## config.mk

```make
export PLATFORM = sky130hd
export DESIGN_NAME = sup_counter_param
export DESIGN_NICKNAME = d
export VERILOG_FILES = /design/src/rtl/sup_counter_param.sv
export SDC_FILE = /design/constraint.sdc
export NUM_CORES = 1
export LEC_CHECK = 0
export CAP_MARGIN = 20
export CORE_AREA = 2 2 39 41
export CTS_BUF_LIST = sky130_fd_sc_hd__clkbuf_4
export CTS_CLUSTER_SIZE = 25
export DETAILED_ROUTE_END_ITERATION = 6
export DIE_AREA = 0 0 41 43
export PLACE_DENSITY = 0.67
export SKIP_LAST_GASP = 1
export SLEW_MARGIN = 20
export SYNTH_ARGS = -nofsm -noshare
export SYNTH_HDL_FRONTEND = slang
export SYNTH_SLANG_ARGS = --single-unit
```

## constraint.sdc

```tcl
create_clock -name cl -period 1.95 [get_ports cl]
set_input_delay 0.39 -clock cl [delete_from_list [all_inputs] [get_ports cl]]
set_output_delay 0.39 -clock cl [all_outputs]
set_load 0.01 [all_outputs]
```

## src/rtl/sup_counter_param.sv

```systemverilog
// Parametrised modulo-N up/down counter with prescaler, parallel load,
// wrap/saturate limits, registered terminal-count pulse and sticky overflow.
module sup_counter_param #(
  parameter int unsigned WIDTH    = 4,
  parameter int unsigned MODULUS  = 16,
  parameter int unsigned PRESCALE = 1,
  parameter int unsigned SATURATE = 0
) (
  input  logic             cl,
  input  logic             r,
  input  logic             en,
  input  logic             up_dn,
  input  logic             load,
  input  logic [WIDTH-1:0] load_val,
  input  logic             clr_ovf,
  output logic [WIDTH-1:0] o,
  output logic             tc,
  output logic             ovf
);

  localparam int unsigned PW = (PRESCALE > 1) ? $clog2(PRESCALE) : 1;
  localparam logic [WIDTH-1:0] CntMax  = WIDTH'(MODULUS - 1);
  localparam logic [WIDTH:0]   ModWide = (WIDTH + 1)'(MODULUS);
  localparam logic [PW-1:0]    PLast   = PW'(PRESCALE - 1);

  logic [PW-1:0]    p_q, p_d;
  logic [WIDTH-1:0] cnt_q, cnt_d;
  logic             tc_q, tc_d;
  logic             ovf_q, ovf_d;
  logic             step;
  logic             at_lim;

  always_comb begin
    step   = en && (p_q == PLast);
    at_lim = up_dn ? (cnt_q >= CntMax) : (cnt_q == '0);
    p_d    = p_q;
    cnt_d  = cnt_q;
    tc_d   = 1'b0;
    if (load) begin
      // Out-of-range load values clamp to the top of the count range.
      p_d   = '0;
      cnt_d = ({1'b0, load_val} < ModWide) ? load_val : CntMax;
    end else if (en) begin
      p_d = step ? '0 : p_q + 1'b1;
      if (step) begin
        tc_d = at_lim;
        if (!at_lim) begin
          cnt_d = up_dn ? cnt_q + 1'b1 : cnt_q - 1'b1;
        end else if (SATURATE == 0) begin
          cnt_d = up_dn ? '0 : CntMax;
        end
      end
    end
    // A limit step in the same cycle as clr_ovf leaves the flag set.
    ovf_d = tc_d | (ovf_q & ~clr_ovf);
  end

  always_ff @(posedge cl) begin
    if (r) begin
      p_q   <= '0;
      cnt_q <= '0;
      tc_q  <= 1'b0;
      ovf_q <= 1'b0;
    end else begin
      p_q   <= p_d;
      cnt_q <= cnt_d;
      tc_q  <= tc_d;
      ovf_q <= ovf_d;
    end
  end

  assign o   = cnt_q;
  assign tc  = tc_q;
  assign ovf = ovf_q;

endmodule

```

==> run summary <==
Max Slew Vio Count = 0
Post-Place Cells = 81
Post-Synthesis Cells = 49
Remaining DRCs = 0
drt wl/cell = 11.6 um
root buffer cell = clkbuf_4
async set-reset flop share out of synthesis = 0
vias in the first global route = 396
top cell family by delay on the critical path = compound AO/OA/AOI/OAI gates
crit path cell chain = clkdlybuf4s50_1 > inv_1 > ha_1 > a21o_2 > a21oi_1 > xnor2_1 > a32o_1
RSZ-0062 raised after global routing = false
Post-DRT Antenna Nets = 0
starting density of the core = 0.320
postcts setup bufs = 0
Area Growth Syn to Fin = 48.6%
Clk pin slew, worst setup/hold paths = 50 ps
share of layout cells above drive strength 1 = 0.159
WL final = 983 um
Yosys cell types = 24
area occupied by multi-input gates = 280 sq um
largest buffer count on any clock path = 2
fill count = 141
Final Critical Period = 1840 ps
Combinational Power Share = 0.278
DR vias = 411
worst-margin pin slew = 358 ps
period utilization = 0.944
Row Count = 14
startpoint types = input pin
critical path depth = 7
synthesized area per cell = 9.04 sq um
CTS H-tree lvls = 1
synth top area cells = dfxtp_1 (32%), a21oi_1 (9.0%), a2111oi_4 (6.2%)
Yosys top cell area share = 0.316
status = completed
synthesized flop and latch total = 7
most numerous cell in the Yosys netlist = a21oi_1
Max transition margin = 0.761
Crit path required time = 2090 ps
Synth Flop Type = dfxtp_1
Worst Clk Skew = 1.98 ps
Worst Path Max Fanout = 2
CTS tree = done
post-synthesis sequential area ratio = 0.316
clk sinks = 7
sequential power share = 0.387
critical path type = in -> reg
Final GP Congestion = 0.696
Die ar. = 1760 sq um
DIE WIDTH = 41 um
Buf/Inv on CP = 2
leading area contributor after synthesis = dfxtp_1
first-pass GRT wire length = 1520 um
largest net degree at the start of global routing = 9
Clock power frac = 0.335
MaxCap Viol Count = 0
DIE HEIGHT = 43 um
num ports = 16
endpoints failing hold = 0
P_int = 0.000314 W
hold_buf cts = 0
worst hold stages = 1
worst IR drop on VDD = 0.000344 V
total CTS buffers = 3
fin cells = 85
First-pass DRT Iterations = 4
antenna violations before repair = 0
number of port buffers = 15
Post-synth top cells = a21oi_1 (8), dfxtp_1 (7), inv_1 (4)
Vias/cell = 4.84
Crit. End Element = register
cell leakage power = 0.274 nW
core area = 1380 sq um
Final TNS setup = 0 ps
switching part of the total = 0.274
R2R cell count = 5
EDFF count, synth = 0
Pwr Density = 658 nW/um^2
ANT cells = 0
Ys Warns = 0
Critical Path AT = 1980 ps
Fmax = 543 MHz
FF+latch area = 140 sq um
gr usage total = 0.129
Detail Placement HPWL = 792 um
Sw Pwr = 0.000118 W
setup violators final = 0
net count after synthesis = 62
Worst Hold Class = reg -> reg
number of DRC markers in iteration 0 = 9
Nets = 83
Clock Latency Late Sink = 250 ps
slowest stage delay, CP = 480 ps
Slowest cell on crit path = clkdlybuf4s50_1
CTS resizes = 0
Cell Area, Synth = 443 sq um
worst hold margin = 461 ps
grt total ovfl = 0
cells by family (layout without fill, tap and decap cells):
family                   count (synthesis)  in the layout  share of synthesized area
AO/OA/AOI/OAI                           15             15                      0.257
XOR/XNOR                                 4              4                     0.0791
adder cells (fa/ha/maj)                  3              3                      0.102
buffers and inverters                    6             26                     0.0508
flip-flops                               7              7                      0.316
multiplexers                             1              1                     0.0226
AND/OR/NAND/NOR                         13             13                      0.172
power groups by stage:
stage               Clock [W]  Combinational [W]  Sequential (W)
finish               0.000145           0.000121        0.000167
global route         0.000158           0.000133        0.000169
CTS                  0.000151           0.000122        0.000168
detailed placement          0           0.000121        0.000171
global placement            0           0.000119        0.000170
floorplan                   0          0.0000638        0.000173
cell usage in the layout (no fill, tap or decap):
| cell | synthesis | final |
|---|---|---|
| a2111oi_4 | 1 | 1 |
| clkbuf_4 | 0 | 4 |
| xor2_1 | 1 | 1 |
| clkdlybuf4s50_1 | 0 | 15 |
| and2_2 | 1 | 1 |
| dfxtp_1 | 7 | 7 |
| a21o_1 | 1 | 1 |
| nand2_1 | 3 | 3 |
| a21oi_1 | 8 | 8 |
| xnor2_1 | 3 | 3 |
| nand3_1 | 1 | 1 |
| inv_1 | 4 | 4 |
| mux2i_1 | 1 | 1 |
| nor4_2 | 1 | 1 |
| ha_1 | 2 | 2 |
| o21ai_0 | 1 | 1 |
| nor3b_1 | 1 | 1 |
| nor4b_1 | 1 | 1 |
| buf_4 | 0 | 3 |
| fa_1 | 1 | 1 |
| a32o_1 | 1 | 1 |
| nand2b_1 | 1 | 1 |
| nor2_1 | 3 | 3 |
| a21o_2 | 1 | 1 |
| and3_1 | 1 | 1 |
| a211oi_1 | 2 | 2 |
metrics by stage:
step	total power [W]	worst slack [ps]	util	instance area, sq um
2_1_floorplan	0.000236	453	-	443
3_3_place_gp	0.000289	-134	0.454	628
3_5_place_dp	0.000292	-154	0.454	628
4_1_cts	0.000441	99.2	0.476	658
5_1_grt	0.000460	71.0	0.476	658
6_report	0.000433	108	0.476	658
flip-flops by register name, summed over array words and instances, names as in the netlist:
signal	count
p_q	1
o	4
tc	1
ovf	1
area by class of cell:
class | count | area share
multi-input cells | 36 | 0.426
clock buffers | 4 | 0.0456
inverters | 4 | 0.0228
well taps | 16 | 0.0304
repair buffers | 18 | 0.262
flip-flops and latches | 7 | 0.213
final timing paths:
path / from / end / slack, ps
max: up_dn / o[3] / 110
min: ovf / ovf / 460
max reg2reg: o[1] / o[3] / 380
min reg2reg: ovf / ovf / 460
metal layers:
| metal | GRT usage | wire length [um] |
|---|---|---|
| met4 | 0.0800 | 9 |
| met1 | 0.140 | 452 |
| met3 | 0.0314 | 51 |
| met2 | 0.209 | 469 |
| met5 | 0 | 0 |
No activity file was read; power rests on OpenSTA's default activity.
==> variant 1 (same settings) <==
`WIDTH`: 4 -> 5.
--- a/src/rtl/sup_counter_param.sv
+++ b/src/rtl/sup_counter_param.sv
@@ -3,3 +3,3 @@
 module sup_counter_param #(
-  parameter int unsigned WIDTH    = 4,
+  parameter int unsigned WIDTH    = 5,
   parameter int unsigned MODULUS  = 16,
Interface: changed (resized load_val and o); port bits go from 16 to 18. The function was not compared with the original's and may differ.
==> variant 1 against the original RTL <==
  * Combinational power increased by 42%
  * Fmax increased by 10%
  * Sequential cell count increased by 1
  * Clock skew increased by 0.0011 ns
  * Highest routed layer unchanged
  * Synthesized cell count increased by 24%
  * Non-clock buffer count increased by 6
  * Via count increased by 35%
  * Routed wire length increased by 30%
  * Critical endpoint is now o[4]
  * Power increased by 12%
  * Global-route usage increased by 4.6 points
  * Setup slack improved by 0.17 ns
  * Cell area increased by 18%
  * Synthesized area increased by 15%
==> variant 1: results (changes against the original RTL) <==
crit_fanout: 7  # +5
status: "completed"
p_leak_nw: 0.335  # +22%
worst_slew_pin_slew_ns: 0.309  # -0.0490 ns
holdWs_ns: 0.450  # -0.0111 ns
post-place-cells: 101  # +25%
place_ws_ns: -0.221  # -0.0668 ns
synth_commonest_cells: "dfxtp_1, nor2_1, a21oi_1, inv_1"
critPathLaunch: "o[4]"
grt_first_pass_wirelength_um: 2040  # +34%
grtUsageTotal_pct: 17.5  # +4.6 points
crit_end: "o[4]"
dp_hpwl_um: 1020  # +28%
r2r_start: "o[0]"
drt-pass1-iter-count: 2  # -2
r2r-end: "o[4]"
layout.nets: 105  # +27%
n_fill_cell: 128  # -9.2%
syn_area_per_cell_um2: 8.35  # -7.6%
drt-vias-per-instance: 5.32  # +10%
r2r_cells: 7  # +2
finalCritPeriodShare_pct: 85.5  # -8.9 points
gp_congestion: 0.754  # +8.3%
first_global_vias: 494  # +25%
post_drt_wl_per_cell_um: 12.3  # +6.2%
grt_max_degree: 8  # -1
yosysSeqAreaShare_pct: 31.4  # -0.19 points
vdd_drop_max_mv: 0.292  # -15%
[variant 1: report_power, final]
part	leakage, nW	internal (W)	switching (W)
clock	0.0138	0.0000703	0.0000546
sequential	0.0658	0.000175	0.0000114
combinational	0.255	0.0000967	0.0000752
total	0.335	0.000342	0.000141
[variant 1: layout make-up]
type | instances | area (um^2) | area share (%)
Timing Repair Buffer | 24 | 225 | 28.9
Multi-Input combinational cell | 48 | 333 | 42.7
Sequential cell | 8 | 160 | 20.5
Inverter | 5 | 18.8 | 2.41
Clock buffer | 3 | 22.5 | 2.89
Tap cell | 16 | 20.0 | 2.57
[variant 1: per-layer routing]
layer / part of all wire, % / global-route usage [%] / vias to the layer above
li1: - / - / 282
met1: 44 / 20.8 / 258
met2: 52 / 26.9 / 11
met3: 3.7 / 6.28 / 2
met4: 0.94 / 8.00 / 0
met5: 0 / 0 / -
[variant 1: how the worst min path moves through the flow]
stage / end / depth (start not counted)
after floorplan: p_q / 1
after global placement: ovf / 1
after detailed placement: ovf / 1
after CTS: ovf / 1
after global routing: ovf / 1
final: ovf / 1
[variant 1: kinds of logic after synthesis]
logic type,after synthesis,share of synthesized area [%]
adder cells (fa/ha/maj),4,11.3
XOR/XNOR,1,1.72
buffers and inverters,5,3.69
flip-flops,8,31.4
AO/OA/AOI/OAI,20,26.8
AND/OR/NAND/NOR,23,25.1
[variant 1: timing repair]
item | in CTS | in global routing
hold buffers | 0 | 0
endpoints found under the setup margin | 0 | 1
gates resized for setup | 0 | 2
[variant 1: metrics by stage]
stage | setup TNS (ns) | cell area, um^2
2_1_floorplan | 0 | 509
3_3_place_gp | -0.331 | 752
3_5_place_dp | -0.390 | 752
4_1_cts | 0 | 774
5_1_grt | 0 | 779
6_report | 0 | 779
==> variant 2 (same flow settings) <==
Without the edit above. Register the output `tc` once more; this adds one clock of latency there. The other outputs are not delayed to match.
--- a/src/rtl/sup_counter_param.sv
+++ b/src/rtl/sup_counter_param.sv
@@ -72,3 +72,5 @@
   assign o   = cnt_q;
-  assign tc  = tc_q;
+  always_ff @(posedge cl) begin
+    tc <= tc_q;
+  end
   assign ovf = ovf_q;
Check against the original RTL: not equivalent (a bounded check fails within 4 cycles, from zero or initial values).
==> variant 2 against the original RTL <==
  * Synthesized area is 4.5% higher
  * Register-to-register slack better by 0.05 ns
  * Clock power is 10% lower
  * Cell area is 1.9% higher
  * Fmax is 4.8% higher
  * Clock skew is 0.00077 ns higher
  * Utilization is 0.90 points higher
  * Count of clock-buffer cells in the layout is 1 lower
  * Setup slack better by 0.084 ns
  * Routed wire length is 1.3% lower
  * Power is 1.3% higher
  * Sequential cell count is 1 higher
  * Synthesized cell count is 2.0% higher
  * Critical endpoint unchanged
  * Largest cell class unchanged
==> variant 2: results (changes against the original RTL) <==
status: "completed"
postSynthCellCount: 50  # +2.0%
drive_above_1_share_pct: 14.5  # -1.4 points
place_ws_ns: -0.0862  # +0.0680 ns
use_met1_pct: 17.6  # +3.6 points
dr_wl_met3_um: 44  # -14%
met3_usage_pct: 1.57  # -1.6 points
post_drt_wl_per_cell_um: 11.4  # -1.3%
cp.arrival_ns: 1.91  # -0.07 ns
max-slew-margin-rel_pct: 75.9  # -0.22 points
fin_area_um2: 671  # +1.9%
synth_fp_nets: 63  # +1.6%
post-place-cells: 82  # +1.2%
drt-vias-per-instance: 5.05  # +4.4%
min_from: "tc_q"
gp_congestion: 0.707  # +1.6%
clock_skew_ns: 0.00275  # +0.000774 ns
synth_commonest_cells: "a21oi_1, dfxtp_1, inv_1"
grt_max_degree: 10  # +1
layout.nets: 84  # +1.2%
hold_path_depth: 0  # -1
holdWs_ns: 0.339  # -0.122 ns
finalCritPeriodShare_pct: 90.1  # -4.3 points
vdd_drop_max_mv: 0.328  # -4.6%
routedLengthMet1_um: 443  # -2.0%
route.met2.wl_um: 464  # -1.1%
first_global_vias: 421  # +6.3%
r2r_slack_ns: 0.43  # +0.05 ns
dpl_cell_area_um2: 648  # +3.2%
p_leak_nw: 0.277  # +1.3%
grtUsageTotal_pct: 13.8  # +0.91 points
grt_first_pass_wirelength_um: 1660  # +9.5%
dp_hpwl_um: 767  # -3.1%
[variant 2: kinds of logic after synthesis]
group	count (synthesis)	share of synthesized area, %
compound gates	15	24.6
xor+xnor	4	7.57
fa+ha+maj	3	9.73
buf+inv	6	4.86
flops	8	34.6
mux	1	2.16
simple gates	13	16.5
[variant 2: power breakdown]
part | internal, W | leakage (nW) | switching [W] | total (W)
Combinational | 0.0000698 | 0.198 | 0.0000504 | 0.000120
Sequential | 0.000174 | 0.0656 | 0.0000151 | 0.000189
Clock | 0.0000706 | 0.0138 | 0.0000592 | 0.000130
Total | 0.000314 | 0.277 | 0.000125 | 0.000439
[variant 2: layout make-up]
cell class / count / share of cell area [%]
multi-input combinational: 36 / 41.8
timing repair buffer: 18 / 25.7
sequential: 8 / 23.9
clock buffer: 3 / 3.36
tap: 16 / 2.99
inverter: 4 / 2.24
